### src/rtl/sms_ahb_bank_dec.sv
// AHB-Lite decoder and response mux in front of the four SMS banks; local two-cycle ERROR for bad accesses.
// Optional macro SMS_DEC_PRIV_CHK_EN: user-mode accesses to banks flagged in PROT_BANK_MASK are rejected.
//
// state | meaning
// IDLE  | no data phase outstanding, zero-wait OKAY
// BANK  | data phase owned by bank dsel, its response is muxed upstream
// ERR1  | first ERROR cycle (hready low)
// ERR2  | second ERROR cycle (hready high), may accept the next address phase
module sms_ahb_bank_dec #(
   parameter logic [31:0] BASE_ADDR      = 32'h2000_0000,
   parameter int          BANK_AW        = 16,
   parameter logic [3:0]  PROT_BANK_MASK = 4'b0000
) (
   input  logic        pmu_sms_hclk,
   input  logic        pmu_sms_hrst_b,
   input  logic        ahb_sms_hsel,
   input  logic [1:0]  ahb_sms_htrans,
   input  logic [31:0] ahb_sms_haddr,
   input  logic [2:0]  ahb_sms_hsize,
   input  logic [3:0]  ahb_sms_hprot,
   input  logic        ahb_sms_hwrite,
   input  logic [31:0] ahb_sms_hwdata,
   input  logic        ahb_sms_hready,
   output logic [31:0] sms_ahb_hrdata,
   output logic        sms_ahb_hready,
   output logic [1:0]  sms_ahb_hresp,
   output logic        ahb_sms0_hsel,
   output logic [1:0]  ahb_sms0_htrans,
   output logic [31:0] ahb_sms0_haddr,
   output logic [2:0]  ahb_sms0_hsize,
   output logic [3:0]  ahb_sms0_hprot,
   output logic        ahb_sms0_hwrite,
   output logic [31:0] ahb_sms0_hwdata,
   output logic        ahb_sms1_hsel,
   output logic [1:0]  ahb_sms1_htrans,
   output logic [31:0] ahb_sms1_haddr,
   output logic [2:0]  ahb_sms1_hsize,
   output logic [3:0]  ahb_sms1_hprot,
   output logic        ahb_sms1_hwrite,
   output logic [31:0] ahb_sms1_hwdata,
   output logic        ahb_sms2_hsel,
   output logic [1:0]  ahb_sms2_htrans,
   output logic [31:0] ahb_sms2_haddr,
   output logic [2:0]  ahb_sms2_hsize,
   output logic [3:0]  ahb_sms2_hprot,
   output logic        ahb_sms2_hwrite,
   output logic [31:0] ahb_sms2_hwdata,
   output logic        ahb_sms3_hsel,
   output logic [1:0]  ahb_sms3_htrans,
   output logic [31:0] ahb_sms3_haddr,
   output logic [2:0]  ahb_sms3_hsize,
   output logic [3:0]  ahb_sms3_hprot,
   output logic        ahb_sms3_hwrite,
   output logic [31:0] ahb_sms3_hwdata,
   input  logic [31:0] sms0_ahb_hrdata,
   input  logic        sms0_ahb_hready,
   input  logic [1:0]  sms0_ahb_hresp,
   input  logic [31:0] sms1_ahb_hrdata,
   input  logic        sms1_ahb_hready,
   input  logic [1:0]  sms1_ahb_hresp,
   input  logic [31:0] sms2_ahb_hrdata,
   input  logic        sms2_ahb_hready,
   input  logic [1:0]  sms2_ahb_hresp,
   input  logic [31:0] sms3_ahb_hrdata,
   input  logic        sms3_ahb_hready,
   input  logic [1:0]  sms3_ahb_hresp,
   input  logic        sms0_idle,
   input  logic        sms1_idle,
   input  logic        sms2_idle,
   input  logic        sms3_idle,
   output logic        sms_idle
);

   typedef enum logic [1:0] {ST_IDLE, ST_BANK, ST_ERR1, ST_ERR2} state_t;

   state_t      state, state_nxt, decode_nxt;
   logic [1:0]  dsel, dsel_nxt, bank;
   logic        accept, win_miss, size_err, priv_err, err_req, bank_go;
   logic [31:0] bank_hrdata;
   logic        bank_hready;
   logic [1:0]  bank_hresp;

   assign bank     = ahb_sms_haddr[BANK_AW+1:BANK_AW];
   assign accept   = ahb_sms_hsel & ahb_sms_htrans[1] & ahb_sms_hready & sms_ahb_hready;
   assign win_miss = ahb_sms_haddr[31:BANK_AW+2] != BASE_ADDR[31:BANK_AW+2];
   assign size_err = ahb_sms_hsize > 3'b010;

`ifdef SMS_DEC_PRIV_CHK_EN
   assign priv_err = ~ahb_sms_hprot[1] & PROT_BANK_MASK[bank];
`else
   // Mask forced to zero so the privilege term folds away; hprot is only forwarded.
   localparam logic [3:0] PRIV_MASK_OFF = PROT_BANK_MASK & 4'b0000;
   assign priv_err = ~ahb_sms_hprot[1] & PRIV_MASK_OFF[bank];
`endif

   assign err_req = accept & (win_miss | size_err | priv_err);
   assign bank_go = accept & ~err_req;

   assign ahb_sms0_hsel = bank_go & (bank == 2'd0);
   assign ahb_sms1_hsel = bank_go & (bank == 2'd1);
   assign ahb_sms2_hsel = bank_go & (bank == 2'd2);
   assign ahb_sms3_hsel = bank_go & (bank == 2'd3);

   assign ahb_sms0_htrans = ahb_sms_htrans;
   assign ahb_sms1_htrans = ahb_sms_htrans;
   assign ahb_sms2_htrans = ahb_sms_htrans;
   assign ahb_sms3_htrans = ahb_sms_htrans;
   assign ahb_sms0_haddr  = ahb_sms_haddr;
   assign ahb_sms1_haddr  = ahb_sms_haddr;
   assign ahb_sms2_haddr  = ahb_sms_haddr;
   assign ahb_sms3_haddr  = ahb_sms_haddr;
   assign ahb_sms0_hsize  = ahb_sms_hsize;
   assign ahb_sms1_hsize  = ahb_sms_hsize;
   assign ahb_sms2_hsize  = ahb_sms_hsize;
   assign ahb_sms3_hsize  = ahb_sms_hsize;
   assign ahb_sms0_hprot  = ahb_sms_hprot;
   assign ahb_sms1_hprot  = ahb_sms_hprot;
   assign ahb_sms2_hprot  = ahb_sms_hprot;
   assign ahb_sms3_hprot  = ahb_sms_hprot;
   assign ahb_sms0_hwrite = ahb_sms_hwrite;
   assign ahb_sms1_hwrite = ahb_sms_hwrite;
   assign ahb_sms2_hwrite = ahb_sms_hwrite;
   assign ahb_sms3_hwrite = ahb_sms_hwrite;
   assign ahb_sms0_hwdata = ahb_sms_hwdata;
   assign ahb_sms1_hwdata = ahb_sms_hwdata;
   assign ahb_sms2_hwdata = ahb_sms_hwdata;
   assign ahb_sms3_hwdata = ahb_sms_hwdata;

   always_comb begin
      bank_hrdata = sms0_ahb_hrdata;
      bank_hready = sms0_ahb_hready;
      bank_hresp  = sms0_ahb_hresp;
      case (dsel)
         2'd1: begin
            bank_hrdata = sms1_ahb_hrdata;
            bank_hready = sms1_ahb_hready;
            bank_hresp  = sms1_ahb_hresp;
         end
         2'd2: begin
            bank_hrdata = sms2_ahb_hrdata;
            bank_hready = sms2_ahb_hready;
            bank_hresp  = sms2_ahb_hresp;
         end
         2'd3: begin
            bank_hrdata = sms3_ahb_hrdata;
            bank_hready = sms3_ahb_hready;
            bank_hresp  = sms3_ahb_hresp;
         end
         default: ;
      endcase
   end

   always_ff @(posedge pmu_sms_hclk or negedge pmu_sms_hrst_b) begin
      if (!pmu_sms_hrst_b) begin
         state <= ST_IDLE;
         dsel  <= 2'b00;
      end else begin
         state <= state_nxt;
         dsel  <= dsel_nxt;
      end
   end

   always_comb begin
      sms_ahb_hready = 1'b1;
      sms_ahb_hresp  = 2'b00;
      sms_ahb_hrdata = 32'h0;
      state_nxt      = state;
      dsel_nxt       = dsel;
      decode_nxt     = err_req ? ST_ERR1 : (bank_go ? ST_BANK : ST_IDLE);
      if (bank_go) dsel_nxt = bank;
      case (state)
         ST_IDLE: state_nxt = decode_nxt;
         ST_BANK: begin
            sms_ahb_hready = bank_hready;
            sms_ahb_hresp  = bank_hresp;
            sms_ahb_hrdata = bank_hrdata;
            if (bank_hready) state_nxt = decode_nxt;
         end
         ST_ERR1: begin
            sms_ahb_hready = 1'b0;
            sms_ahb_hresp  = 2'b01;
            state_nxt      = ST_ERR2;
         end
         ST_ERR2: begin
            sms_ahb_hresp = 2'b01;
            state_nxt     = decode_nxt;
         end
         default: state_nxt = ST_IDLE;
      endcase
   end

   assign sms_idle = sms0_idle & sms1_idle & sms2_idle & sms3_idle & (state == ST_IDLE) & ~accept;

endmodule

### config.mk
export PLATFORM = sky130hd
export DESIGN_NAME = sms_ahb_bank_dec
export DESIGN_NICKNAME = d
export VERILOG_FILES = /design/src/rtl/sms_ahb_bank_dec.sv
export SDC_FILE = /design/constraint.sdc
export NUM_CORES = 1
export LEC_CHECK = 0
export ABC_AREA = 1
export CORE_AREA = 2 2 215 217
export CTS_CLUSTER_SIZE = 24
export DETAILED_ROUTE_END_ITERATION = 10
export DIE_AREA = 0 0 217 219
export HOLD_SLACK_MARGIN = 0.06
export PLACE_DENSITY_LB_ADDON = 0.12
export SKIP_CTS_REPAIR_TIMING = 1
export SYNTH_ARGS = -nofsm -noshare
export SYNTH_HDL_FRONTEND = slang
export SYNTH_SLANG_ARGS = --single-unit
### constraint.sdc
create_clock -name pmu_sms_hclk -period 1.3 [get_ports pmu_sms_hclk]
set_input_delay 0.26 -clock pmu_sms_hclk [delete_from_list [all_inputs] [get_ports pmu_sms_hclk]]
set_output_delay 0.26 -clock pmu_sms_hclk [all_outputs]
set_load 0.005 [all_outputs]
==> qor.yml <==
status: "finished, violations left"
violations: "setup timing"
final_layout_size_suffix_gt1_share_pct: 38.76
cts_max_path_buffers: 2
worstSetupStartpointType: "register"
min_period_over_period_pct: 156.4
antenna_found_initial: 1
via_count: 3471
n_fill_cell: 5208
setup_viol_count_final: 44
synthTopCellsByArea: "buf_4 62%, nand2_1 15%, a41oi_1 7.9%, dfrtp_1 2.7%, nor2_1 1.6%"
via_per_inst: 2.786
worstSetupEndpointType: "output port"
die_area_um2: 47520
grt_overflow_total: 0
area_growth_pct: 77.93
wl_per_cell_um: 14.77
drv_cap: 0
min_period_ns: 2.033
rows: 78
crit_slowest_cell: "dfrtp_2"
final.setup_skew_ns: 0.002887
core_area_um2: 45090
cp.required_ns: 1.04
place_congestion: 0.6937
path_buf_inv: 5
slew_headroom_pct: 70.78
hold_slack_ns: 0.2575
path_common_cell: "buf_4"
cts_tree: "done"
ys_seq_area_share_pct: 2.746
finalPower_uw: 3257
worstPathCellList: "buf_6 -> nor2_8 -> buf_4 -> buf_12 -> nand2_1 -> a41oi_2 -> buf_4 -> clkbuf_2"
netlist.area_leader.share_pct: 62.20
synth_seq_cells: 4
power.density_nw_per_um2: 502.2
cts_made_buffers: 3
root_buffer: "clkbuf_16"
drv_slew: 0
io_buffer_count: 287
cpPeakStageDelay_ns: 0.44
arrival_ns: 1.77
worst_pin_slew_ns: 0.4367
syn_area_per_cell_um2: 6.485
crit_cells: 8
synth_nets: 784
clk_latency_ns: 0.23
drt-pass1-iter-count: 4
die_h_um: 219
initial_core_util_pct: 8.084
leakagePower_uw: 0.002928
drc_errors: 0
nets: 869
syn-instance-count: 562
cts_num_sinks: 4
grt_pass1_wl_um: 24090
rsz0062_at_grt: "yes"
fmax_mhz: 491.9
place_hpwl_um: 14750
path_clk_slew_ns: 0.03
hold_violations: 0
yosys.area.top_type: "buf_4"
fp.dieW_um: 217
grt_pass1_vias: 3636
ios: 558
path_delay_family: "buffers and inverters"
ant_nets: 0
drt_wl_total_um: 18410
grt_max_degree: 21
worstSetupPathType: "register to output port"
ys_types: 27
ir_worst_vdd_mv: 0.3235
htree_levels: 1
ys.warnings.count: 0
path_max_fanout: 6
grtUsageTotal_pct: 6.768
drt_iter0_drc: 80
fin_ws_ns: -0.7331
reg2regPathDepth: 15
hp-class: "input pin to asynchronous set/reset pin"
syn_area_um2: 3645
-- per-stage QoR --
stage                     instance area [um2]  instances  setup WS (ns)  utilization (%)  setup TNS, ns
after floorplan                          3660        562        -0.1083                -         -2.090
after global placement                   5570       1202         -1.113            12.35         -64.49
after detailed placement                 5570       1202         -1.048            12.35         -62.71
after CTS                                5645       1205         -1.238            12.52         -71.80
after global routing                     6482       1245        -0.8039            14.38         -30.23
final                                    6485       1246        -0.7331            14.38         -26.77
-- report_power, final --
group | internal, uW | leakage, uW | total [uW] | switching [uW]
combinational | 1560 | 0.00284 | 2600 | 1040
clock | 393 | 0.0000370 | 482 | 88.9
sequential | 155 | 0.0000502 | 170 | 15.6
-- registers in the layout, summed over array words and instances (netlist names) --
| name | count |
|---|---|
| state | 2 |
| dsel | 2 |
-- worst paths after layout --
check,end,slack (ns),startpoint
max,sms_ahb_hrdata[17],-0.73,dsel[0]
min,state[1],0.26,pmu_sms_hrst_b
max reg2reg,dsel[0],-0.68,dsel[0]
min reg2reg,dsel[0],0.67,dsel[0]
max in group asynchronous,dsel[1],0.83,pmu_sms_hrst_b
min in group pmu_sms_hclk,dsel[1],0.49,ahb_sms_haddr[17]
-- synthesized netlist by cell type --
master    instances
a21oi_1           1
or2_2             1
clkinv_1          1
a21o_1            1
and3_1            1
buf_4           302
buf_2             6
nand3_2           1
nor2_1           16
nand3_1           8
nand2_2           3
nand4_1           3
a41oi_1          33
inv_2             2
nand4_4           1
o21bai_2          1
nor2_2            2
nor2_4            3
clkbuf_1          3
nand2_1         150
nor3_1            1
buf_1             1
dfrtp_1           4
o21ai_0           1
buf_6             2
inv_1            12
nor2_8            2
-- placed cells by master, fill, tap and decap left out, types with 2 or more instances in the layout --
cell             synthesis  final
clkdlybuf4s50_1          0    179
nand2_1                150    119
buf_4                  302     56
dlymetal6s2s_1           0     53
buf_6                    2     28
buf_2                    6     27
clkbuf_2                 0     26
a41oi_2                  0     23
nand2_2                  3     21
buf_12                   0     19
nand2_4                  0     13
nor2_1                  16     12
inv_1                   12     10
a41oi_1                 33     10
nor2_2                   2      6
clkbuf_16                0      6
nand3_4                  0      4
nor2_4                   3      3
inv_2                    2      3
nand3_1                  8      3
nand4_1                  3      3
buf_8                    0      3
nor2_8                   2      2
nand3_2                  1      2
dfrtp_2                  0      2
dfrtp_1                  4      2
-- routing by layer --
layer / wire, um / global-route usage (%) / part of all wire, % / vias to the layer above
met4: 582 / 2.374 / 3.2 / 2
met2: 9039 / 11.64 / 49 / 247
met5: 12 / 0 / 0.065 / -
met3: 2296 / 3.576 / 12 / 64
met1: 6474 / 7.022 / 35 / 1501
li1: - / - / - / 1657
-- layout make-up --
type	instances	area [um2]	area share (%)
diodes	1	2.502	0.03859
multi-input cells	229	1538	23.71
well taps	600	750.7	11.58
flip-flops and latches	4	102.6	1.582
inverters	15	60.06	0.9261
clock buffers	3	75.07	1.158
repair buffers	394	3956	61.01
-- cell families after synthesis --
logic type | after synthesis | share of synthesized area (%)
AO/OA/AOI/OAI | 37 | 8.719
flip-flops | 4 | 2.746
buffers and inverters | 329 | 65.60
AND/OR/NAND/NOR | 192 | 22.93
Power figures use the tool's default switching activity.
